--- src/rtl/trigger_gen_pkg.sv ---
// Shared types and helpers for the push-button trigger generator.
// The FSM state set and the shared counter width live here.
package trigger_gen_pkg;

  typedef enum logic [2:0] {
    IDLE,
    PRESS_DB,
    FIRE,
    HELD,
    REL_DB,
    HOLDOFF
  } tg_state_t;

  // Width of the one counter shared by every state.
  function automatic int tg_cnt_w(
    input int d,
    input int h
  );
    int m;
    m = (d > h) ? d : h;
    return $clog2(m + 1);
  endfunction

endpackage

--- src/rtl/trigger_gen_sync2.sv ---
// Two-flop synchronizer for the asynchronous button level.
// Both stages clear to 0 on reset, so a held button looks like a new press.
module sync2 (
  input  logic clk,
  input  logic rst,
  input  logic d,
  output logic q
);

  logic s1;

  // Shift the raw level through two flops.
  always_ff @(posedge clk) begin
    if (rst) begin
      s1 <= 1'b0;
      q  <= 1'b0;
    end else begin
      s1 <= d;
      q  <= s1;
    end
  end

endmodule

--- src/rtl/trigger_gen.sv ---
// Debounced push-button to single-cycle trigger pulse generator.
// Press and release are debounced, then a hold-off precedes re-arm.
module trigger_gen
  import trigger_gen_pkg::*;
#(
  parameter int DEBOUNCE_CYCLES = 4,
  parameter int HOLDOFF_CYCLES  = 8
) (
  input  logic clk,
  input  logic rst,
  input  logic btn_raw,
  output logic trigger,
  output logic btn_level,
  output logic armed
);

  localparam int CW = tg_cnt_w(DEBOUNCE_CYCLES, HOLDOFF_CYCLES);
  localparam int HO_LAST_I =
    (HOLDOFF_CYCLES > 0) ? HOLDOFF_CYCLES - 1 : 0;

  localparam logic [CW-1:0] DB_N    = CW'(DEBOUNCE_CYCLES);
  localparam logic [CW-1:0] HO_LAST = CW'(HO_LAST_I);
  localparam logic [CW-1:0] ONE     = CW'(1);
  localparam logic [CW-1:0] CMAX    = {CW{1'b1}};

  logic            s2;
  tg_state_t       state;
  tg_state_t       nxt;
  logic [CW-1:0]   cnt;
  logic [CW-1:0]   nxt_cnt;
  logic [CW-1:0]   cnt_inc;

  sync2 u_sync (
    .clk (clk),
    .rst (rst),
    .d   (btn_raw),
    .q   (s2)
  );

  // Saturating increment of the shared counter.
  assign cnt_inc = (cnt == CMAX) ? cnt : cnt + ONE;

  // Next-state and counter rules; D=1 completes on the entry sample.
  always_comb begin
    nxt     = state;
    nxt_cnt = cnt;
    unique case (state)
      IDLE: begin
        nxt_cnt = '0;
        if (s2) begin
          if (DEBOUNCE_CYCLES == 1) begin
            nxt = FIRE;
          end else begin
            nxt     = PRESS_DB;
            nxt_cnt = ONE;
          end
        end
      end
      PRESS_DB: begin
        if (!s2) begin
          nxt     = IDLE;
          nxt_cnt = '0;
        end else if (cnt_inc >= DB_N) begin
          nxt     = FIRE;
          nxt_cnt = '0;
        end else begin
          nxt_cnt = cnt_inc;
        end
      end
      FIRE: begin
        nxt     = HELD;
        nxt_cnt = '0;
      end
      HELD: begin
        nxt_cnt = '0;
        if (!s2) begin
          if (DEBOUNCE_CYCLES == 1) begin
            nxt = (HOLDOFF_CYCLES == 0) ? IDLE : HOLDOFF;
          end else begin
            nxt     = REL_DB;
            nxt_cnt = ONE;
          end
        end
      end
      REL_DB: begin
        if (s2) begin
          nxt     = HELD;
          nxt_cnt = '0;
        end else if (cnt_inc >= DB_N) begin
          nxt     = (HOLDOFF_CYCLES == 0) ? IDLE : HOLDOFF;
          nxt_cnt = '0;
        end else begin
          nxt_cnt = cnt_inc;
        end
      end
      HOLDOFF: begin
        if (cnt >= HO_LAST) begin
          nxt     = IDLE;
          nxt_cnt = '0;
        end else begin
          nxt_cnt = cnt_inc;
        end
      end
      default: begin
        nxt     = IDLE;
        nxt_cnt = '0;
      end
    endcase
  end

  // State, counter and outputs registered together from the next state.
  always_ff @(posedge clk) begin
    if (rst) begin
      state     <= IDLE;
      cnt       <= '0;
      trigger   <= 1'b0;
      btn_level <= 1'b0;
      armed     <= 1'b1;
    end else begin
      state     <= nxt;
      cnt       <= nxt_cnt;
      trigger   <= (nxt == FIRE);
      btn_level <= (nxt == FIRE) || (nxt == HELD) ||
                   (nxt == REL_DB);
      armed     <= (nxt == IDLE);
    end
  end

endmodule
--- config.mk ---
export PLATFORM = sky130hd
export DESIGN_NAME = trigger_gen
export DESIGN_NICKNAME = d
export VERILOG_FILES = /design/src/rtl/trigger_gen_pkg.sv /design/src/rtl/trigger_gen_sync2.sv /design/src/rtl/trigger_gen.sv
export SDC_FILE = /design/constraint.sdc
export NUM_CORES = 1
export LEC_CHECK = 0
export BUFFER_PORTS_ARGS = -buffer_cell sky130_fd_sc_hd__buf_2
export CORE_AREA = 2 2 41 43
export CTS_BUF_LIST = sky130_fd_sc_hd__clkbuf_4 sky130_fd_sc_hd__clkbuf_8
export CTS_CLUSTER_SIZE = 16
export DETAILED_ROUTE_END_ITERATION = 12
export DIE_AREA = 0 0 43 45
export PLACE_DENSITY = 0.59
export SETUP_SLACK_MARGIN = 0.05
export SKIP_CTS_REPAIR_TIMING = 1
export SYNTH_ARGS = -nofsm -noshare
export SYNTH_HDL_FRONTEND = slang
export SYNTH_SLANG_ARGS = --single-unit
--- constraint.sdc ---
create_clock -name clk -period 1.69 [get_ports clk]
set_clock_uncertainty 0.2 [all_clocks]
set_input_delay 0.2535 -clock clk [delete_from_list [all_inputs] [get_ports clk]]
set_output_delay 0.2535 -clock clk [all_outputs]
set_load 0.01 [all_outputs]
* After elaboration in Yosys (flattened, before gate mapping)
Index checks and enable logic that the tools add are counted.
** Storage, ports and cells
- Register bits :: 12
- Latch bits :: 0
- Memory bits (writable) :: 0
- Memory bits (read-only) :: 0
- Bits of input ports :: 3
- Logic and storage cells :: 39
- Memories kept :: 0
** Cells by class
- $add $sub $neg :: 1
- Multipliers :: 0
- Divide/modulo/power cells :: 0
- $lt $le $gt $ge :: 2
- Eq/ne operators :: 9
- Shifts and indexed selects :: 0
- Mux-type cells :: 16
- Bitwise operators :: 0
- Reduce and logical (&&, ||, !) cells :: 4
** Operators with widths (number)
- 3-bit two-way mux :: 7
- 4-bit two-way mux :: 5
- 4-bit one-hot mux with 5 select lines :: 1
- 3-bit one-hot mux with 6 select lines :: 1
- 3-bit by 2-bit equality test with 1-bit output, second input constant :: 4
- 3-bit equality test, second input constant :: 3
- 4-bit by 3-bit >= comparator with 1-bit output, second input constant :: 2
- 3-bit zero test :: 2
- 4-bit by 1-bit adder with 4-bit output, second input constant :: 1
- 4-bit equality test, second input constant :: 1
- 3-bit by 1-bit equality test with 1-bit output, second input constant :: 1
- 1-bit logical OR :: 2
- 1-bit two-way mux :: 2

* Longest topological paths before layout
- Depth after elaboration :: 9
- Gate-level depth with buffers :: 6
- Mapped depth without buffers :: 6

* Modules after synthesis
Synthesis repeated with hierarchy kept, for this count alone.
** Second synthesis, totals
- Cell total of the unflattened synthesis :: 74
- Area total of the unflattened synthesis :: 643.1 um^2
** By module, submodules not included
- trigger_gen :: times used 1, cells each 70, area an instance 590.6 um^2, sequential area each 200.2 um^2
- sync2 :: times used 1, cells each 4, area an instance 52.6 um^2, sequential area each 40.0 um^2

* Worst setup path before layout
OpenSTA, ideal clock, no wires.
- Kind :: register -> register
- Start :: reg cnt[0]
- End :: reg trigger
- Library setup time :: 0.079 ns
- Arrival time :: 1.285 ns
- Setup slack :: 0.125 ns
- Cell stages (with the launch flop) :: 7
- Buffers on the path :: 0
- Clock period less this slack :: 1.565 ns
- Path through :: dfxtp_1 -> ha_1 -> and2_4 -> a21o_1 -> a211oi_2 -> o21ai_1 -> a211oi_2
** Between the ends
- Cells in the longest elaborated chain, start to end :: 7
- Elaborated cells between the ends (all ways) :: 12
- Classes of those cells :: 1 x add/sub; 2 x order compare; 2 x eq/ne; 7 x mux
** RTL lines
- start, declared :: RTL line trigger_gen.sv:29 : logic [CW-1:0] cnt;
- start signal, assigned :: RTL line trigger_gen.sv:121 : cnt <= nxt_cnt;
- 4-bit by 1-bit adder with 4-bit output / 4-bit equality test (equally long branches) :: RTL line trigger_gen.sv:41 : assign cnt_inc = (cnt == CMAX) ? cnt : cnt + ONE;
- 4-bit two-way mux :: RTL line trigger_gen.sv:41
- 4-bit by 3-bit >= comparator with 1-bit output :: RTL line trigger_gen.sv:63, trigger_gen.sv:89
- 3-bit two-way mux, on equally long branches :: RTL line trigger_gen.sv:89, trigger_gen.sv:63
- 3-bit two-way mux, on equally long branches :: RTL line trigger_gen.sv:86, trigger_gen.sv:60
- 3-bit one-hot mux with 6 select lines * :: RTL line trigger_gen.sv:47 : unique case (state)
- 3-bit by 2-bit equality test with 1-bit output * :: RTL line trigger_gen.sv:122 : trigger <= (nxt == FIRE);
- end signal, assigned :: RTL line trigger_gen.sv:122
- end, declared :: RTL line trigger_gen.sv:12 : output logic trigger,
Every way passes the cells marked *; elsewhere a longest branch is shown, timed or not.
A chain may end at the register's enable or synchronous reset.

* Final worst setup path
Same ends and word-level chain as after synthesis.

==> results.md <==
* Outcome: complete, but fails checks
* Failing checks: hold timing
* Top layer in use: met4
* Port Buf Inserts at 5
* Post-synth EDFFs at 0
* Setup violators final at 0
* Register area at 245.2 µm²
* Top_reg_cell synth: dfxtp_1
* Die area at 1935 µm²
* Final worst-path cycle share at approximately 95%
* Worst EP required at around 1700 ps
* CP Launch Type: flip-flop
* Min Tclk post-route at 1605 ps
* DP Area at 651.9 µm²
* Seq/Total Area, Yosys at between 30% and 40%
* DR vias at 527
* RePlAce Congestion at 0.8690
* Most frequent cells in the layout: 8 x dfxtp_1, 5 x a21oi_1, 5 x buf_2, 5 x buf_4
* Detailed-router iteration count before antenna repair at 4
* Fill cells at between 100 and 150
* Die height at 45 µm
* Total global-route track usage at between 10 and 15%
* Initial Util at around two fifths
* Io pins at 6
* Synthesized instance count at 69
* Cells along the critical path: buf_4 -> nand2_1 -> a21o_1 -> a211oi_2 -> o21ai_2 -> a211oi_2
* FP Rows at 14
* DRT iter0 DRCs at 8
* Core Area at 1471 µm²
* Slew @ Worst Pin at approximately 360 ps
* Synth area leaders: dfxtp_1 40%, a21oi_1 5.8%, a211oi_2 4.1%
* Initial antenna violation count at 0
* Seq cells post-synth at 12
* Share of layout cells above drive strength 1 at 35.90%
* Number of CTS-inserted buffers at 3
* Post-Synthesis Cell Area at 605.6 µm²
* Nets at slightly above 80
* Top-area cell type share of the netlist area at between 30% and 40%
* First-pass GRT wire length at between 1500 and 2000 µm
* RSZ-0062 raised after global routing: no
* DR WL/cell at between 10 and 15 µm
* CP Max Fanout at 3
* Max Cap Violations at 0
* Crit path max-delay cell type: dfxtp_2
* Multi-input logic area at 369.1 µm²
* Cell seen most often among critical-path stages: a211oi_2
* Total wire length at around 1300 µm
* Setup CP Type: reg -> reg
* FMAX at between 0.6 and 0.7 GHz
* RR Startpoint: cnt[0]
* Synth area leader: dfxtp_1
* Vias in the first global route at between 400 and 500
* # clock sinks at 12
* Met2 WL post-DR at just under 600 µm
* CP Launch Point: cnt[0]
* Worst Hold Class: in -> reg
* Synth unique cells at 32
* Yosys warning count at 0
* Synth Area per Inst at about 9 µm²
* # H-tree levels at 1
* CTS tree: yes
* Most common cell after layout, fill and taps aside: dfxtp_1
* Antenna diode count at 0
* Synth Net Count at 73
* Dpl hpwl at around 840 µm
* Reg clk slew, reported paths at 80 ps
* Static Leak at between 0.0002 and 0.0003 µW
* Hold Crit Start: btn_raw
* Fin. Hold Viols at 1
* Final Hold Slack at -19.63 ps
* Met3 WL at about 45 µm
* Largest net degree at the start of global routing at 13
* Grt ovf at 0
* Post-DR vias/cell at ~5.6
* Root Driver: clkbuf_4
* Hold Path Stages at 2
* Post-route cell area at ~740 µm²
* Total Neg Setup Slack at 0 ps
* Cells on worst reg2reg path at 6
* Layout area overhead at 22.93%
* Ys async rst share at 0%
* DRT antenna net count at 0
* Max Slew Vio Count at 0
* CP max stage delay at roughly 360 ps
* PD cells at 740.0 nW/µm²
* Wire length on met1 at between 500 and 600 µm
* Crit. End Element: flip-flop
* Worst-skew pair later-pin latency at 280 ps
* Maximum vdd drop at 0.4274 mV
* Die width at approximately 43 µm
* Relative slew slack at about three quarters
* DRC Markers at 0
* Worst endpoint data arrival time at 1610 ps
* Clock buffer depth at 2
==> worst max-delay path, delay by kind of cell, from the launching register on <==
family / cells / cell delay (ps)
buf+inv: 1 / 120
simple gates: 1 / 120
compound gates: 4 / 730
flops: 1 / 360
==> Yosys cell counts, types with 2 or more instances <==
| cell type | n |
|---|---|
| nand2_1 | 3 |
| buf_2 | 2 |
| nand2b_1 | 2 |
| buf_4 | 2 |
| nor2b_1 | 3 |
| inv_1 | 3 |
| a21oi_1 | 7 |
| a31oi_1 | 2 |
| nor4b_1 | 2 |
| o31ai_1 | 2 |
| a211oi_2 | 2 |
| a22oi_1 | 2 |
| nor3b_1 | 2 |
| o21ai_1 | 2 |
| dfxtp_1 | 12 |
| nor2_1 | 5 |
==> path summary, 6_finish.rpt <==
path,end,slack (ps)
max,trigger,90
min,u_sync.s1,-20
max reg2reg,trigger,90
min reg2reg,u_sync.q,240
==> registers in the layout (all words and copies together) (netlist names) <==
signal and flops:
trigger 1, cnt 4, btn_level 1, armed 1, u_sync.s1 1, u_sync.q 1
state 3
==> stage by stage <==
| stage | total power [µW] | worst slack, ps | util [%] | hold WS [ps] | cells |
|---|---|---|---|---|---|
| after floorplan | 315.3 | 125.3 | - | 134.0 | 69 |
| after global placement | 322.3 | 9.481 | 44.30 | 218.5 | 89 |
| after detailed placement | 322.4 | 30.69 | 44.30 | 224.7 | 89 |
| after CTS | 548.4 | 10.02 | 46.77 | -18.71 | 93 |
| after global routing | 566.4 | 1.794 | 50.60 | 2.788 | 94 |
| final | 550.9 | 85.04 | 50.60 | -19.63 | 94 |
==> cell families (layout without fill, tap and decap cells) <==
logic type	after synthesis	count (layout)	share of synthesized area [%]
AO/OA/AOI/OAI	24	24	27.27
AND/OR/NAND/NOR	24	24	24.38
flip-flops	12	12	39.67
buffers and inverters	8	17	6.610
adder cells (fa/ha/maj)	1	1	2.066
==> metal layers <==
metal / GRT usage [%] / vias to the layer above
met3: 2.400 / 5
met4: 12.73 / 0
met5: 0 / -
met1: 18.47 / 245
li1: - / 268
met2: 20.91 / 9
==> area by class of cell <==
class / count / share of cell area [%]
clock buffers: 4 / 4.874
inverters: 3 / 1.513
repair buffers: 10 / 8.403
multi-input cells: 49 / 49.58
well taps: 16 / 2.689
flip-flops and latches: 12 / 32.94
==> power by group <==
| part | internal, µW | switching [µW] |
|---|---|---|
| Clock | 131 | 101 |
| Combinational | 11.0 | 14.9 |
| Sequential | 288 | 5.12 |
No activity file was read; power rests on OpenSTA's default activity.
